--- src/rtl/rne_arb.sv ---
// rne_arb: round-robin arbiter sharing a 2-stage round-to-nearest-even 16->8 bit datapath
// ports: req_valid/req_data/req_ready per-requester handshake and operands,
//        out_valid/out_ready/out_data/out_id/out_ovf rounded result with source id and saturation flag,
//        ovf_count saturating tally of delivered overflowed results
module rne_arb #(
  parameter int NREQ = 4,
  parameter int IDW = 2
) (
  input  logic                 clk,
  input  logic                 reset,
  input  logic [NREQ-1:0]      req_valid,
  input  logic [16*NREQ-1:0]   req_data,
  output logic [NREQ-1:0]      req_ready,
  output logic                 out_valid,
  input  logic                 out_ready,
  output logic [7:0]           out_data,
  output logic [IDW-1:0]       out_id,
  output logic                 out_ovf,
  output logic [7:0]           ovf_count
);
  logic [IDW-1:0] r_ptr, r_s1_id, r_s2_id, w_gid, w_j;
  logic           r_s1_valid, r_s2_valid, r_s2_ovf, w_any, w_adv1, w_adv2, w_xfer, w_up;
  logic [15:0]    r_s1_data;
  logic [15:0]    w_ops [NREQ];
  logic [7:0]     r_s2_data, r_cnt;
  logic [8:0]     w_sum;
  for (genvar i = 0; i < NREQ; i++) begin : g_ops
    assign w_ops[i] = req_data[16*i +: 16];
  end
  // scan from farthest to nearest so the requester right after r_ptr wins
  always_comb begin
    w_any = 1'b0;
    w_gid = '0;
    w_j   = '0;
    for (int k = NREQ; k >= 1; k--) begin
      w_j = IDW'((int'(r_ptr) + k) % NREQ);
      if (req_valid[w_j]) begin
        w_any = 1'b1;
        w_gid = w_j;
      end
    end
  end
  assign w_adv2    = !r_s2_valid | out_ready;
  assign w_adv1    = !r_s1_valid | w_adv2;
  assign w_xfer    = w_any & w_adv1 & !reset;
  assign req_ready = w_xfer ? NREQ'(1) << w_gid : '0;
  assign w_up      = r_s1_data[7] & (|r_s1_data[6:0] | r_s1_data[8]);
  assign w_sum     = {1'b0, r_s1_data[15:8]} + {8'd0, w_up};
  always_ff @(posedge clk) begin
    if (reset) begin
      r_ptr      <= IDW'(NREQ - 1);
      r_s1_valid <= 1'b0;
      r_s1_data  <= '0;
      r_s1_id    <= '0;
      r_s2_valid <= 1'b0;
      r_s2_data  <= '0;
      r_s2_id    <= '0;
      r_s2_ovf   <= 1'b0;
      r_cnt      <= '0;
    end else begin
      if (w_adv1) r_s1_valid <= w_xfer;
      if (w_xfer) begin
        r_s1_data <= w_ops[w_gid];
        r_s1_id   <= w_gid;
        r_ptr     <= w_gid;
      end
      if (w_adv2) begin
        r_s2_valid <= r_s1_valid;
        r_s2_data  <= w_sum[8] ? 8'hFF : w_sum[7:0];
        r_s2_id    <= r_s1_id;
        r_s2_ovf   <= w_sum[8];
      end
      if (r_s2_valid & out_ready & r_s2_ovf & ~&r_cnt) r_cnt <= r_cnt + 8'd1;
    end
  end
  assign out_valid = r_s2_valid;
  assign out_data  = r_s2_data;
  assign out_id    = r_s2_id;
  assign out_ovf   = r_s2_ovf;
  assign ovf_count = r_cnt;
endmodule

--- config.mk ---
export PLATFORM = sky130hd
export DESIGN_NAME = rne_arb
export DESIGN_NICKNAME = d
export VERILOG_FILES = /design/src/rtl/rne_arb.sv
export SDC_FILE = /design/constraint.sdc
export NUM_CORES = 1
export LEC_CHECK = 0
export CAP_MARGIN = 20
export CORE_MARGIN = 1.5
export CORE_UTILIZATION = 40
export DETAILED_ROUTE_END_ITERATION = 7
export PLACE_DENSITY = 0.81
export SYNTH_ARGS = -nofsm -noshare
export SYNTH_HDL_FRONTEND = slang
export SYNTH_SLANG_ARGS = --single-unit
--- constraint.sdc ---
create_clock -name clk -period 1.9 [get_ports clk]
set_input_delay 0.38 -clock clk [delete_from_list [all_inputs] [get_ports clk]]
set_output_delay 0.38 -clock clk [all_outputs]
set_load 0.1 [all_outputs]
==> reports/metrics.cfg <==
[critical_path]
crit_slowest_cell=dfxtp_4
crit_chain=buf_6, and3b_2, o31ai_4, and3_4, buf_12
regToRegSetupSlack_ns=0
r2r_start=r_ptr[1]
critical_path_arrival_ns=1.72
crit_path_max_fanout=4
critPathMaxStageDelay_ns=0.37
reg2reg_depth=6
r2r-end=r_s1_data[5]
cp.required_ns=1.52
startpoint_type=register
path_buf_inv=2
crit_type=register to output pin
worstSetupEndpointType=output pin
path_delay_family=simple AND/OR/NAND/NOR gates

[placement]
dp.cells=465
io_buffers=94
dpl.hpwl_um=5300
gp_congestion=0.819
dpl_worst_slack_ns=-0.474

[clock_network]
cts_tree=done
cts_hold_buf=0
clkLatencyLatePin_ns=0.29
clk_path_buf_depth=2
clkTransAtPathRegs_ns=0.07
htreeDepth=2
cts_sinks=41
cts_root_buf=clkbuf_8
numCtsBuffers=5

[drt]
viasPerCell=5.38
met1_length_um=2820
drcViolationCount=0
routed_wl_um=6790
routed.top_layer=met4
drtPass1Iterations=4
wl_per_cell_um=14.2
dr_wl_met2_um=3370
via_count=2576
drt_iter0_markers=128
wl_met3_um=473
antenna_left=0

[floorplan]
core_area_um2=5890
die_area_um2=6550
die_w_um=80.9
die-height_um=80.9
fp-row-count=28
start_util_pct=41.3
pin_count=95

[timing]
setup_viol=5
rsz0062_at_grt=true
tns_ns=-0.784
final.min_clock_period_ns=2.10
slew_headroom_pct=72.7
post-route-period-util_pct=111
fmaxAchievable_mhz=475
finalWorstSetupSlack_ns=-0.203
worst_slew_pin_slew_ns=0.410
skew_ns=0.00712
report.final.hold_viol_count=0
drv_slew=0

[finish]
multi_input_area_um2=1510
syn_to_final_growth_pct=59.0
instances_no_fill=479
nets=476
num_antenna_cells=0
fillCellCount=495
drive_above_1_share_pct=23.5
seq_area_um2=840

[worst_hold_path]
min_from=out_data[6]
hold-path-cell-count=2
min_to=out_data[6]
hold_class=register to register

[logic_synthesis]
synth-edff-count=0
synth_cell_types=41
syn_nets=363
syn_avg_cell_area_um2=8.38
yosysWarnings=0
synth_async_sr_flop_share_pct=0
synth-seq-cells=41
seq_area_frac_synth_pct=33.8
ys.flop_type=dfxtp_1
synthCells=290
syn-cell-area_um2=2430

[global_routing]
grt_max_degree=27
grt_pass1_vias=2518
grt_overflow=0
grtUsageTotal_pct=22.0
antenna_found_initial=0
grt_pass1_wl_um=11300

[job]
maxCapViolations=0

[power_and_ir_drop]
total_power_mw=2.74
p_leak_nw=1.67
power.density_nw_per_um2=708
irDropWorstVdd_v=0.000516

[outcome]
status=complete, but fails checks
violations=setup timing

## worst max path at each step
stage / from / to / cells past startpoint / slack (ns)
2_1_floorplan: r_ptr[1] / req_ready[0] / 7 / -0.11
3_3_place_gp: req_valid[0] / req_ready[2] / 6 / -0.44
3_5_place_dp: req_valid[3] / req_ready[1] / 6 / -0.47
4_1_cts: r_ptr[1] / req_ready[3] / 6 / -0.24
5_1_grt: r_ptr[1] / req_ready[1] / 5 / -0.25
6_report: r_ptr[1] / req_ready[1] / 5 / -0.20
## cell type report
cell class,instances,share of cell area [%]
multi-input combinational,208,39.0
inverter,20,1.94
clock inverter,1,0.130
clock buffer,7,2.49
tap,75,2.43
sequential,41,21.7
timing repair buffer,127,32.3
## synthesized netlist by cell type (4+ instances only)
| cell type | instances | share of area, % |
|---|---|---|
| nor2_1 | 57 | 8.8 |
| dfxtp_1 | 41 | 34 |
| a211oi_1 | 23 | 7.1 |
| inv_1 | 19 | 2.9 |
| a211o_1 | 17 | 6.1 |
| mux2i_1 | 17 | 7.0 |
| a32o_1 | 16 | 6.6 |
| clkbuf_1 | 12 | 1.9 |
| nand2_1 | 12 | 1.9 |
| a21oi_1 | 10 | 2.1 |
| and3_1 | 8 | 2.1 |
| xor2_1 | 8 | 2.9 |
| buf_6 | 4 | 1.9 |
| nand3_1 | 4 | 0.82 |
## per-stage QoR
stage,util [%],area (um^2),hold slack [ns]
3_3_place_gp,61.4,3610,0.439
3_5_place_dp,61.4,3610,0.463
5_1_grt,65.6,3860,0.489
4_1_cts,65.2,3840,0.475
6_report,65.6,3860,0.470
2_1_floorplan,-,2480,0.437
## cells by family (layout without fill, tap and decap cells)
logic type | after synthesis | in the layout | share of synthesized area [%]
compound gates | 78 | 78 | 26.8
simple gates | 99 | 99 | 18.4
buf+inv | 41 | 155 | 8.03
mux | 18 | 18 | 7.93
flops | 41 | 41 | 33.8
fa+ha+maj | 2 | 2 | 1.03
xor+xnor | 11 | 11 | 3.97
## repair_timing
item | 4_1_cts | 5_1_grt
buffers inserted | 5 | 1
endpoints found under the setup margin | 20 | 20
gates resized for setup | 22 | 4
pin swaps | 6 | 7
## power breakdown
part           switching, mW  leakage [nW]  internal (mW)
sequential            0.0704         0.344          0.948
clock                  0.287        0.0542          0.328
combinational          0.592          1.27          0.511
total                  0.949          1.67           1.79
## flip-flops by register name, summed over array words and instances, names as in the netlist, 2 cells and up
name and count:
out_data 8, out_id 2, ovf_count 8, r_ptr 2
r_s1_data 16, r_s1_id 2
## metal layers
| layer | vias to the layer above | GRT usage (%) |
|---|---|---|
| met3 | 12 | 4.04 |
| met5 | - | 0 |
| met1 | 1188 | 25.2 |
| li1 | 1276 | - |
| met4 | 0 | 7.93 |
| met2 | 100 | 40.3 |
## tightest hold or removal path, cell delays in order (launching register included)
cell and delay (ns):
dfxtp_1 0.32, nand2_1 0.06, a21oi_1 0.05
## cells in the final DEF, fill, tap and decap left out, drive strengths merged, types with 4 or more instances in the layout
cell type | netlist | layout
inv | 19 | 19
clkdlybuf4s50 | 0 | 65
nand3 | 4 | 4
xor2 | 8 | 8
a32o | 16 | 16
a211oi | 23 | 23
nand2 | 12 | 12
nor2 | 57 | 57
dfxtp | 41 | 41
a21oi | 10 | 10
mux2i | 18 | 18
buf | 9 | 57
clkbuf | 12 | 7
and3 | 8 | 8
a211o | 17 | 17
(Power assumes the default switching activity.)
==> RTL edit (same flow settings) <==
The parameter `IDW` goes from 2 to 1.
--- a/src/rtl/rne_arb.sv
+++ b/src/rtl/rne_arb.sv
@@ -4,7 +4,7 @@
 //        ovf_count saturating tally of delivered overflowed results
 module rne_arb #(
   parameter int NREQ = 4,
-  parameter int IDW = 2
+  parameter int IDW = 1
 ) (
   input  logic                 clk,
   input  logic                 reset,
Ports: changed (resized out_id); port bits go from 95 to 94. No check against the original RTL was run, so the function may have changed too.
==> RTL edit against the unedited design <==
Die area shrank 23%. Routed wire length shrank 40%. Sequential share of layout area grew 7.2 points. Area after synthesis shrank 23%. Synthesized cell count shrank 24%. Via count shrank 34%. Non-clock buffer count shrank 58. Worst setup slack gained 410 ps. Design area shrank 31%. Count of clock-buffer cells in the layout is the same. Sequential cell count shrank 3. Highest routed layer unchanged.
Power is not compared: it rests on default switching activity, and its combinational part moved more than twofold at a synthesized area within 25%.
==> RTL edit: results (changes against the unedited design) <==
The most critical setup path has its startpoint at out_valid. The via count of the first global-routing pass came out at 1,621 (-36%). The total detailed-routing wirelength is 4100 µm (-40%). The synthesized-area fraction occupied by ao, oa, aoi and oai cells was 21.7% (-5.2 points). The count of H-tree levels built during CTS is 2 (unchanged). The proportion of synthesized area in mux cells came out at 1.08% (-6.9 points). The wire length of the first global-routing pass came out at 7260 µm (-36%). After synthesis, the most frequently instantiated cells are sky130_fd_sc_hd__nand2_1, sky130_fd_sc_hd__dfxtp_1, sky130_fd_sc_hd__nor2_1. The maximum number of pins on one net before global-route repair is 36 (+33%). The number of nets in the final layout came out at 355 (-25%). The run finished with clean final reports. By area the synthesized netlist is led by sky130_fd_sc_hd__dfxtp_1, sky130_fd_sc_hd__a311oi_2, sky130_fd_sc_hd__nand2_1. The fraction of synthesis flops using an asynchronous set or reset pin came out at 0% (unchanged). The share of final-layout standard cells stronger than drive strength 1 is 25.8% (+2.3 points). The cell sitting at the root of the clock tree is a sky130_fd_sc_hd__clkbuf_8.

The share of the yosys chip area belonging to registers was 40.9% (+7.1 points). The antenna cell count is 0 (unchanged). The number of DRC violations after detailed-routing iteration 0 is 84 (-34%). The register-to-register path setup slack is 250 ps (+250 ps).

The initial antenna violation count is 0 (unchanged). The sum of net half-perimeters after detailed placement is 2990 µm (-44%). The worst hold path belongs to the class input pin to flop. The number of filler cells placed in the layout came to 401 (-19%). The final weighted congestion of routability-driven global placement is 0.783 (-4.4%). The total number of yosys warnings is 0 (unchanged).

The cell area after placement is 2590 µm² (-28%). The arrival time reported for the critical path endpoint came out at 1310 ps (-410 ps). The xor and xnor area share after synthesis came out at 2.35% (-1.6 points). The global-route usage over all layers is 18.1% (-3.8 points). The count of different cell masters after synthesis came out at 46 (+12%). The adder and majority cell fraction of the synthesized area came out at 1.34% (+0.32 points). The startpoint identified for the worst register-to-register timing path is r_s1_data[8]. The worst clock skew came out at 3.18 ps (-3.94 ps). The total vias in the final route was 1,712 (-34%). The endpoint identified for the worst register-to-register timing path is out_data[5]. The count of input and output buffers was 57 (-39%).
==> RTL edit: repair_timing <==
action	CTS	global route
pin swaps	0	1
cloned	0	0
setup endpoints to repair	2	2
gates resized for setup	2	2
setup buffers	0	0
==> RTL edit: where the power goes <==
group	switching, µW	internal [µW]	leakage, µW
clock	279	293	0.0000482
sequential	42.7	850	0.000318
combinational	297	187	0.000732
==> RTL edit: critical path: stages, from the launching register on <==
cell and delay (ps):
sky130_fd_sc_hd__dfxtp_4 360, sky130_fd_sc_hd__nor2b_4 130, sky130_fd_sc_hd__nand2_4 80, sky130_fd_sc_hd__o21ai_4 70, sky130_fd_sc_hd__nor3_4 180, sky130_fd_sc_hd__buf_12 200
==> RTL edit: final cells by class <==
| class | count | share of cell area [%] |
|---|---|---|
| tap | 52 | 2.42 |
| clock inverter | 1 | 0.186 |
| sequential | 38 | 28.9 |
| timing repair buffer | 69 | 25.7 |
| inverter | 4 | 0.559 |
| clock buffer | 7 | 3.22 |
| multi-input combinational | 164 | 39.0 |
==> RTL edit: kinds of logic after synthesis <==
logic type      after synthesis
compound gates               43
xor+xnor                      5
fa+ha+maj                     2
buf+inv                      19
flops                        38
mux                           2
other cells                   1
simple gates                110
==> RTL edit: routing by layer <==
layer	up-vias	GRT usage, %	part of all wire, %
met2	58	31.0	49
li1	893	-	-
met4	0	6.92	1.2
met3	5	5.70	6.9
met5	-	0	0
met1	756	21.2	43
==> RTL edit: worst min path at each step <==
stage | endpoint | start | cells past startpoint | slack, ps
2_1_floorplan | out_id | r_s1_id | 2 | 440
3_3_place_gp | out_id | out_id | 2 | 440
3_5_place_dp | r_ptr | r_ptr | 2 | 460
4_1_cts | ovf_count[0] | reset | 2 | 430
5_1_grt | ovf_count[0] | reset | 2 | 430
6_report | ovf_count[0] | reset | 2 | 430
==> RTL edit: through the flow <==
| stage | instances | setup slack (ps) | hold slack [ps] | TNS (ps) |
|---|---|---|---|---|
| 2_1_floorplan | 221 | -134 | 436 | -239 |
| 3_3_place_gp | 327 | -36.4 | 443 | -186 |
| 3_5_place_dp | 327 | -65.2 | 461 | -714 |
| 4_1_cts | 335 | 18.0 | 427 | 0 |
| 5_1_grt | 335 | 135 | 431 | 0 |
| 6_report | 335 | 206 | 428 | 0 |
